### src/rtl/peak_detection.sv
`default_nettype none
// ============================================================================
// Module   : peak_detection
// Purpose  : Streaming smoothed z-score peak detector on signed fixed-point
//            samples; pulses the value and index of each positive peak region.
// Revision : 1.0
// ============================================================================
module peak_detection #(
  parameter int DATA_WIDTH = 16,
  parameter int MAX_LAG    = 64,
  parameter int Q          = 8
) (
  input  logic                         clk,
  input  logic                         rst,
  input  logic signed [DATA_WIDTH-1:0] new_sample,
  input  logic [5:0]                   lag,
  input  logic [15:0]                  threshold,
  input  logic [15:0]                  influence,
  input  logic                         en,
  output logic signed [DATA_WIDTH-1:0] filtered_value,
  output logic                         peak_point,
  output logic signed [DATA_WIDTH-1:0] peakx,
  output logic [13:0]                  peaky,
  output logic [7:0]                   peak_count_out
);

  localparam int c_SUM_W  = DATA_WIDTH + 7;
  localparam int c_DEV_W  = DATA_WIDTH + 6;
  localparam int c_EXT_W  = c_SUM_W + 1;
  localparam int c_PROD_W = 16 + c_DEV_W;
  localparam int c_CMP_W  = c_PROD_W + 2;
  localparam int c_BL_W   = DATA_WIDTH + Q + 3;
  localparam int c_INF_W  = Q + 1;
  localparam int c_PTR_W  = $clog2(MAX_LAG);
  localparam int c_ONE    = 1 << Q;

  localparam logic signed [c_BL_W-1:0] c_BL_MAX = c_BL_W'((64'sd1 <<< (DATA_WIDTH-1)) - 64'sd1);
  localparam logic signed [c_BL_W-1:0] c_BL_MIN = -c_BL_MAX - c_BL_W'(1);

  localparam logic [1:0] c_ST_IDLE   = 2'd0;
  localparam logic [1:0] c_ST_WARM   = 2'd1;
  localparam logic [1:0] c_ST_DETECT = 2'd2;

  logic [1:0]                  r_state;
  logic [1:0]                  w_state_next;
  logic                        w_detect;
  logic                        w_warm;
  logic                        w_lag_latch;

  logic [5:0]                  r_lag;
  logic [c_PTR_W-1:0]          r_ptr;
  logic [6:0]                  r_warm_cnt;
  logic [13:0]                 r_idx;
  logic signed [c_SUM_W-1:0]   r_sum;
  logic [c_DEV_W-1:0]          r_devsum;
  logic signed [DATA_WIDTH-1:0] r_prev_filt;
  logic                        r_region_open;
  logic signed [DATA_WIDTH-1:0] r_max;
  logic [13:0]                 r_max_idx;

  logic signed [DATA_WIDTH-1:0] r_fbuf [0:MAX_LAG-1];
  logic [DATA_WIDTH-1:0]        r_dbuf [0:MAX_LAG-1];

  logic [5:0]                  w_lag_sel;
  logic [5:0]                  w_len;
  logic [2:0]                  w_k;
  logic                        w_warm_done;
  logic                        w_ptr_last;
  logic [c_PTR_W-1:0]          w_ptr_next;

  logic signed [c_SUM_W-1:0]   w_mean;
  logic [c_DEV_W-1:0]          w_dev;
  logic signed [c_EXT_W-1:0]   w_diff;
  logic [c_PROD_W-1:0]         w_prod;
  logic [c_PROD_W-1:0]         w_td;
  logic signed [c_CMP_W-1:0]   w_diff_c;
  logic signed [c_CMP_W-1:0]   w_td_c;
  logic                        w_sig_pos;
  logic                        w_sig_neg;

  logic [c_INF_W-1:0]          w_inf;
  logic [c_INF_W-1:0]          w_inf_rem;
  logic signed [c_BL_W-1:0]    w_blend;
  logic signed [c_BL_W-1:0]    w_blend_sh;
  logic signed [DATA_WIDTH-1:0] w_filt_blend;
  logic signed [DATA_WIDTH-1:0] w_filt;

  logic signed [c_EXT_W-1:0]   w_fdiff;
  logic [c_EXT_W-1:0]          w_fabs;
  logic signed [DATA_WIDTH:0]  w_wdiff;
  logic [DATA_WIDTH:0]         w_wabs;
  logic [DATA_WIDTH-1:0]       w_dent_det;
  logic [DATA_WIDTH-1:0]       w_dent_warm;
  logic [DATA_WIDTH-1:0]       w_dentry;

  logic signed [DATA_WIDTH-1:0] w_fold;
  logic [DATA_WIDTH-1:0]       w_dold;
  logic signed [c_SUM_W-1:0]   w_fold_ext;
  logic [c_DEV_W-1:0]          w_dold_ext;
  logic signed [c_SUM_W-1:0]   w_sum_next;
  logic [c_DEV_W-1:0]          w_devsum_next;

  // Phase sequencer: lag not yet latched, filling the window, detecting.
  always_ff @(posedge clk) begin
    if (rst) begin
      r_state <= c_ST_IDLE;
    end else begin
      r_state <= w_state_next;
    end
  end

  always_comb begin
    w_state_next = r_state;
    case (r_state)
      c_ST_IDLE: begin
        if (en) begin
          w_state_next = w_warm_done ? c_ST_DETECT : c_ST_WARM;
        end
      end
      c_ST_WARM: begin
        if (en && w_warm_done) begin
          w_state_next = c_ST_DETECT;
        end
      end
      c_ST_DETECT: w_state_next = c_ST_DETECT;
      default:     w_state_next = c_ST_IDLE;
    endcase
  end

  always_comb begin
    w_detect    = 1'b0;
    w_warm      = 1'b0;
    w_lag_latch = 1'b0;
    case (r_state)
      c_ST_IDLE: begin
        w_warm      = 1'b1;
        w_lag_latch = en;
      end
      c_ST_WARM:   w_warm   = 1'b1;
      c_ST_DETECT: w_detect = 1'b1;
      default: begin
        w_detect    = 1'b0;
        w_warm      = 1'b0;
        w_lag_latch = 1'b0;
      end
    endcase
  end

  // The very first accepted sample must already see the lag it latches.
  assign w_lag_sel   = (r_state == c_ST_IDLE) ? lag : r_lag;
  assign w_len       = (w_lag_sel == 6'd0) ? 6'd1 : w_lag_sel;
  assign w_warm_done = ({1'b0, w_len} == (r_warm_cnt + 7'd1));
  assign w_ptr_last  = (r_ptr == c_PTR_W'(w_len - 6'd1));
  assign w_ptr_next  = w_ptr_last ? '0 : r_ptr + c_PTR_W'(1);

  always_comb begin
    w_k = 3'd0;
    for (int b = 0; b < 6; b++) begin
      if (w_len[b]) begin
        w_k = 3'(b);
      end
    end
  end

  assign w_mean   = r_sum >>> w_k;
  assign w_dev    = r_devsum >> w_k;
  assign w_diff   = c_EXT_W'(new_sample) - c_EXT_W'(w_mean);
  assign w_prod   = c_PROD_W'(threshold) * c_PROD_W'(w_dev);
  assign w_td     = w_prod >> Q;
  assign w_diff_c = c_CMP_W'(w_diff);
  assign w_td_c   = $signed(c_CMP_W'(w_td));

  assign w_sig_pos = w_detect && (w_diff_c > w_td_c);
  assign w_sig_neg = w_detect && (w_diff_c < -w_td_c);

  assign w_inf     = (influence > 16'(c_ONE)) ? c_INF_W'(c_ONE) : influence[Q:0];
  assign w_inf_rem = c_INF_W'(c_ONE) - w_inf;
  assign w_blend   = $signed(c_BL_W'(w_inf)) * c_BL_W'(new_sample)
                   + $signed(c_BL_W'(w_inf_rem)) * c_BL_W'(r_prev_filt);
  assign w_blend_sh = w_blend >>> Q;

  // A convex blend never leaves the sample range; clamping just makes that explicit.
  always_comb begin
    if (w_blend_sh > c_BL_MAX) begin
      w_filt_blend = c_BL_MAX[DATA_WIDTH-1:0];
    end else if (w_blend_sh < c_BL_MIN) begin
      w_filt_blend = c_BL_MIN[DATA_WIDTH-1:0];
    end else begin
      w_filt_blend = w_blend_sh[DATA_WIDTH-1:0];
    end
  end

  assign w_filt = (w_sig_pos || w_sig_neg) ? w_filt_blend : new_sample;

  assign w_fdiff    = c_EXT_W'(w_filt) - c_EXT_W'(w_mean);
  assign w_fabs     = w_fdiff[c_EXT_W-1] ? -w_fdiff : w_fdiff;
  assign w_dent_det = (w_fabs > c_EXT_W'({DATA_WIDTH{1'b1}})) ? '1 : w_fabs[DATA_WIDTH-1:0];

  assign w_wdiff     = (DATA_WIDTH+1)'(new_sample) - (DATA_WIDTH+1)'(r_prev_filt);
  assign w_wabs      = w_wdiff[DATA_WIDTH] ? -w_wdiff : w_wdiff;
  assign w_dent_warm = (r_idx == 14'd0) ? '0 :
                       (w_wabs > {1'b0, {DATA_WIDTH{1'b1}}}) ? '1 : w_wabs[DATA_WIDTH-1:0];

  assign w_dentry = w_detect ? w_dent_det : w_dent_warm;

  assign w_fold        = r_fbuf[r_ptr];
  assign w_dold        = r_dbuf[r_ptr];
  assign w_fold_ext    = w_detect ? c_SUM_W'(w_fold) : '0;
  assign w_dold_ext    = w_detect ? c_DEV_W'(w_dold) : '0;
  assign w_sum_next    = r_sum + c_SUM_W'(w_filt) - w_fold_ext;
  assign w_devsum_next = r_devsum + c_DEV_W'(w_dentry) - w_dold_ext;

  // Window storage; contents before the first fill are never read.
  always_ff @(posedge clk) begin
    if (en && !rst) begin
      r_fbuf[r_ptr] <= w_filt;
      r_dbuf[r_ptr] <= w_dentry;
    end
  end

  always_ff @(posedge clk) begin
    if (rst) begin
      r_lag          <= '0;
      r_ptr          <= '0;
      r_warm_cnt     <= '0;
      r_idx          <= '0;
      r_sum          <= '0;
      r_devsum       <= '0;
      r_prev_filt    <= '0;
      r_region_open  <= 1'b0;
      r_max          <= '0;
      r_max_idx      <= '0;
      filtered_value <= '0;
      peak_point     <= 1'b0;
      peakx          <= '0;
      peaky          <= '0;
      peak_count_out <= '0;
    end else begin
      peak_point <= 1'b0;
      if (en) begin
        if (w_lag_latch) begin
          r_lag <= lag;
        end
        if (w_warm) begin
          r_warm_cnt <= r_warm_cnt + 7'd1;
        end
        r_idx          <= r_idx + 14'd1;
        r_ptr          <= w_ptr_next;
        r_sum          <= w_sum_next;
        r_devsum       <= w_devsum_next;
        r_prev_filt    <= w_filt;
        filtered_value <= w_filt;

        // Only positive excursions form regions; ties keep the earliest index.
        if (w_sig_pos) begin
          if (!r_region_open) begin
            r_region_open <= 1'b1;
            r_max         <= new_sample;
            r_max_idx     <= r_idx;
          end else if (new_sample > r_max) begin
            r_max     <= new_sample;
            r_max_idx <= r_idx;
          end
        end else if (r_region_open) begin
          r_region_open <= 1'b0;
          peak_point    <= 1'b1;
          peakx         <= r_max;
          peaky         <= r_max_idx;
          if (peak_count_out != 8'hFF) begin
            peak_count_out <= peak_count_out + 8'd1;
          end
        end
      end
    end
  end

endmodule
`default_nettype wire

### config.mk
export PLATFORM = sky130hd
export DESIGN_NAME = peak_detection
export DESIGN_NICKNAME = d
export VERILOG_FILES = /design/src/rtl/peak_detection.sv
export SDC_FILE = /design/constraint.sdc
export NUM_CORES = 2
export LEC_CHECK = 0
export CORE_AREA = 2 2 488 490
export DETAILED_ROUTE_END_ITERATION = 12
export DIE_AREA = 0 0 490 492
export DONT_BUFFER_PORTS = 1
export PLACE_DENSITY = 0.67
export RECOVER_POWER = 50
export SLEW_MARGIN = 25
export SYNTH_ARGS = -nofsm -noshare
export SYNTH_HDL_FRONTEND = slang
export SYNTH_SLANG_ARGS = --single-unit
### constraint.sdc
create_clock -name clk -period 26.3 [get_ports clk]
set_clock_uncertainty 0.05 [all_clocks]
set_input_delay 5.26 -clock clk [delete_from_list [all_inputs] [get_ports clk]]
set_output_delay 5.26 -clock clk [all_outputs]
set_load 0.02 [all_outputs]
==> results.json <==
{
  "max-cap-violations": 77,
  "hold_path.class": "flop to flop",
  "fill_cells": 18600,
  "netlist_area_um2": 117000,
  "rrSetupSlack_ns": 5.07,
  "worst_slew_pin_slew_ns": 3.59,
  "nNetsFinal": 8869,
  "drt-initial-drc-count": 6635,
  "reg2reg_from": "r_state[0]",
  "multi_input_area_um2": 48900,
  "die_w_um": 490,
  "worstSetupPathType": "primary input to flop",
  "cts_tree": "built",
  "ant_nets": 0,
  "synth_cell_types": 100,
  "grt_setup_unrepaired": "no",
  "yosys_warnings": 0,
  "dpl_worst_slack_ns": 0.418,
  "use_met3_pct": 4.49,
  "arrival_ns": 25.79,
  "overflow": 0,
  "hold_viol": 0,
  "routabilityCongestion": 0.928,
  "dpl.hpwl_um": 192000,
  "synth_edf_count": 2048,
  "start_util_pct": 49.7,
  "crit_path_end_kind": "flop",
  "cts_root_buf": "clkbuf_16",
  "die_area_um2": 241000,
  "wire_per_inst_um": 26.9,
  "post_cts_buffers": 0,
  "cts_max_level": 4,
  "ys_async_sr_fraction_pct": 0,
  "final.min_clock_period_ns": 25.12,
  "met1_usage_pct": 35.2,
  "slowest_stage": "ha_1",
  "finalWorstSetupSlack_ns": 1.18,
  "rows": 179,
  "port_buffers": 0,
  "synth-seq-area-share_pct": 55.4,
  "ys.flop_type": "edfxtp_1",
  "crit_fanout": 28,
  "antenna_found_initial": 6,
  "slew_headroom_pct": -140,
  "crit_required_ns": 26.97,
  "syn_inst": 7749,
  "drt-total-wl_um": 299000,
  "hold_path_depth": 2,
  "grt_start_max_net_pins": 141,
  "synthToLayoutAreaGrowth_pct": 9.81,
  "rr_endpoint": "r_devsum[21]",
  "vias": 66800,
  "synth-seq-cells": 2220,
  "cts_sinks": 2220,
  "violations": "max-capacitance violations, max-slew violations",
  "clockBufferDepth": 3,
  "pin_count": 112,
  "hold_path_startpoint": "r_lag[0]",
  "core_um2": 236000,
  "grt_pass1_wl_um": 448000,
  "r2r_cells": 88,
  "final_util_pct": 54.5,
  "die_h_um": 492,
  "drcViolationCount": 0,
  "grt_pass1_vias": 68100,
  "hold_end": "r_lag[0]",
  "max_stage_delay_ns": 0.87,
  "postSynthAreaPerCell_um2": 15.1,
  "final_layout_size_suffix_gt1_share_pct": 15.3,
  "setup_viol": 0,
  "fin_tns_setup_ns": 0,
  "insertion_delay_ns": 0.87,
  "top_usage_layer": "met2",
  "grt.total_usage_pct": 24.9,
  "startpoint_type": "primary input",
  "finalMaxSlewViolations": 2045,
  "clk_pin_slew_worst_paths_ns": 0.06,
  "cts_inserted_buffers": 213,
  "status": "finished, violations left",
  "viasPerCell": 5.99,
  "use_met2_pct": 40.3,
  "fin_crit_sh_pct": 95.5,
  "fmax_ghz": 0.0398,
  "dr.pass1.iters": 6,
  "regArea_um2": 65000,
  "syn_nets": 8831
}
## synth_stat cells (all sizes together), types with 67 or more instances
cell | n | area share, %
edfxtp | 2048 | 52
inv | 770 | 2.5
mux4 | 654 | 13
fa | 615 | 10
nand2 | 555 | 1.8
nor2 | 442 | 1.4
ha | 410 | 4.4
clkbuf | 272 | 0.87
a21oi | 222 | 0.95
and2 | 219 | 1.2
dfxtp | 172 | 2.9
mux2i | 158 | 1.4
xnor2 | 142 | 1.1
o21ai | 131 | 0.57
and3 | 90 | 0.48
xor2 | 90 | 0.67
buf | 82 | 0.30
nand3 | 82 | 0.36
nor2b | 68 | 0.36
a21o | 67 | 0.43
## flip-flops by register name, summed over array words and instances (netlist names), named ones only
name,flops
r_dbuf,1024
r_fbuf,1024
r_sum,23
r_devsum,22
peakx,16
r_max,16
r_prev_filt,16
peaky,14
r_idx,14
r_max_idx,14
peak_count_out,8
r_warm_cnt,7
r_lag,6
r_ptr,6
r_state,2
peak_point,1
r_region_open,1
## layout by cell type, fill, tap and decap left out, types with 22 or more instances in the layout
cell type	instances
buf_4	94
dfxtp_1	166
inv_1	769
and3_1	90
clkbuf_16	213
mux4_2	654
clkbuf_1	118
a21oi_1	200
xnor2_1	142
nand2_1	553
nor2_1	396
nor3_1	43
nor2b_1	68
nand3_1	68
a21o_1	64
a31oi_1	22
fa_1	615
o21ai_0	119
o21a_1	31
nand4_1	36
xor2_1	87
a211oi_1	39
or3_1	22
nand2b_1	42
edfxtp_1	2048
mux2i_1	156
and2_1	210
clkinv_2	42
nor2_4	45
clkinv_1	44
ha_1	409
## worst max-delay path: cells and delay by family
family / cells / cell delay [ns]
simple gates: 18 / 4.86
xor+xnor: 3 / 0.80
fa+ha+maj: 12 / 5.78
buf+inv: 9 / 0.66
compound gates: 32 / 8.35
## routing by layer
layer  vias to the layer above  wire length (um)
li1                      28500                 -
met1                     35100            122000
met2                      2777            144000
met3                       456             24700
met4                         0              7910
met5                         -                 0
## stage by stage
step / cells / hold slack (ns) / cell area (um2)
5_1_grt: 11100 / 0.461 / 129000
6_report: 11100 / 0.411 / 129000
2_1_floorplan: 7749 / 0.386 / 117000
3_5_place_dp: 10700 / 0.402 / 122000
4_1_cts: 11100 / 0.413 / 129000
3_3_place_gp: 10700 / 0.396 / 122000
## worst max path at each step
| stage | start | endpoint | slack [ns] |
|---|---|---|---|
| after CTS | lag[1] | r_devsum[21] | 1.20 |
| after detailed placement | lag[1] | r_devsum[21] | 0.42 |
| after floorplan | lag[2] | r_devsum[21] | 1.37 |
| after global routing | lag[1] | r_devsum[21] | 0.03 |
| after global placement | influence[0] | r_devsum[21] | 0.56 |
| final | influence[0] | r_devsum[21] | 1.18 |
## logic make-up (layout without fill, tap and decap cells)
group                    after synthesis  after routing  synth area share (%)
AO/OA/AOI/OAI                        658            658                  3.62
XOR/XNOR                             232            232                  1.73
adder cells (fa/ha/maj)             1025           1025                  14.9
buffers and inverters               1124           1342                  3.63
flip-flops                          2220           2220                  55.4
multiplexers                         826            826                  14.1
other                                  0              6                     0
AND/OR/NAND/NOR                     1664           1664                  6.75
## timing repair
item                       in CTS  in global routing
setup endpoints to repair       0                  5
resized for setup               0                  7
hold buffers                    0                  0
## cell type report
type	instances	share of cell area (%)
Sequential cell	2220	50.4
Multi-Input combinational cell	4405	37.9
Clock buffer	258	4.29
Tap cell	3167	3.08
Inverter	770	2.24
Clock inverter	137	1.15
Timing Repair Buffer	177	0.878
Antenna cell	6	0.0117
Power is left out: the tool's default activity adds up to more than one toggle a clock period on the data nets, which glitch-free logic cannot reach.
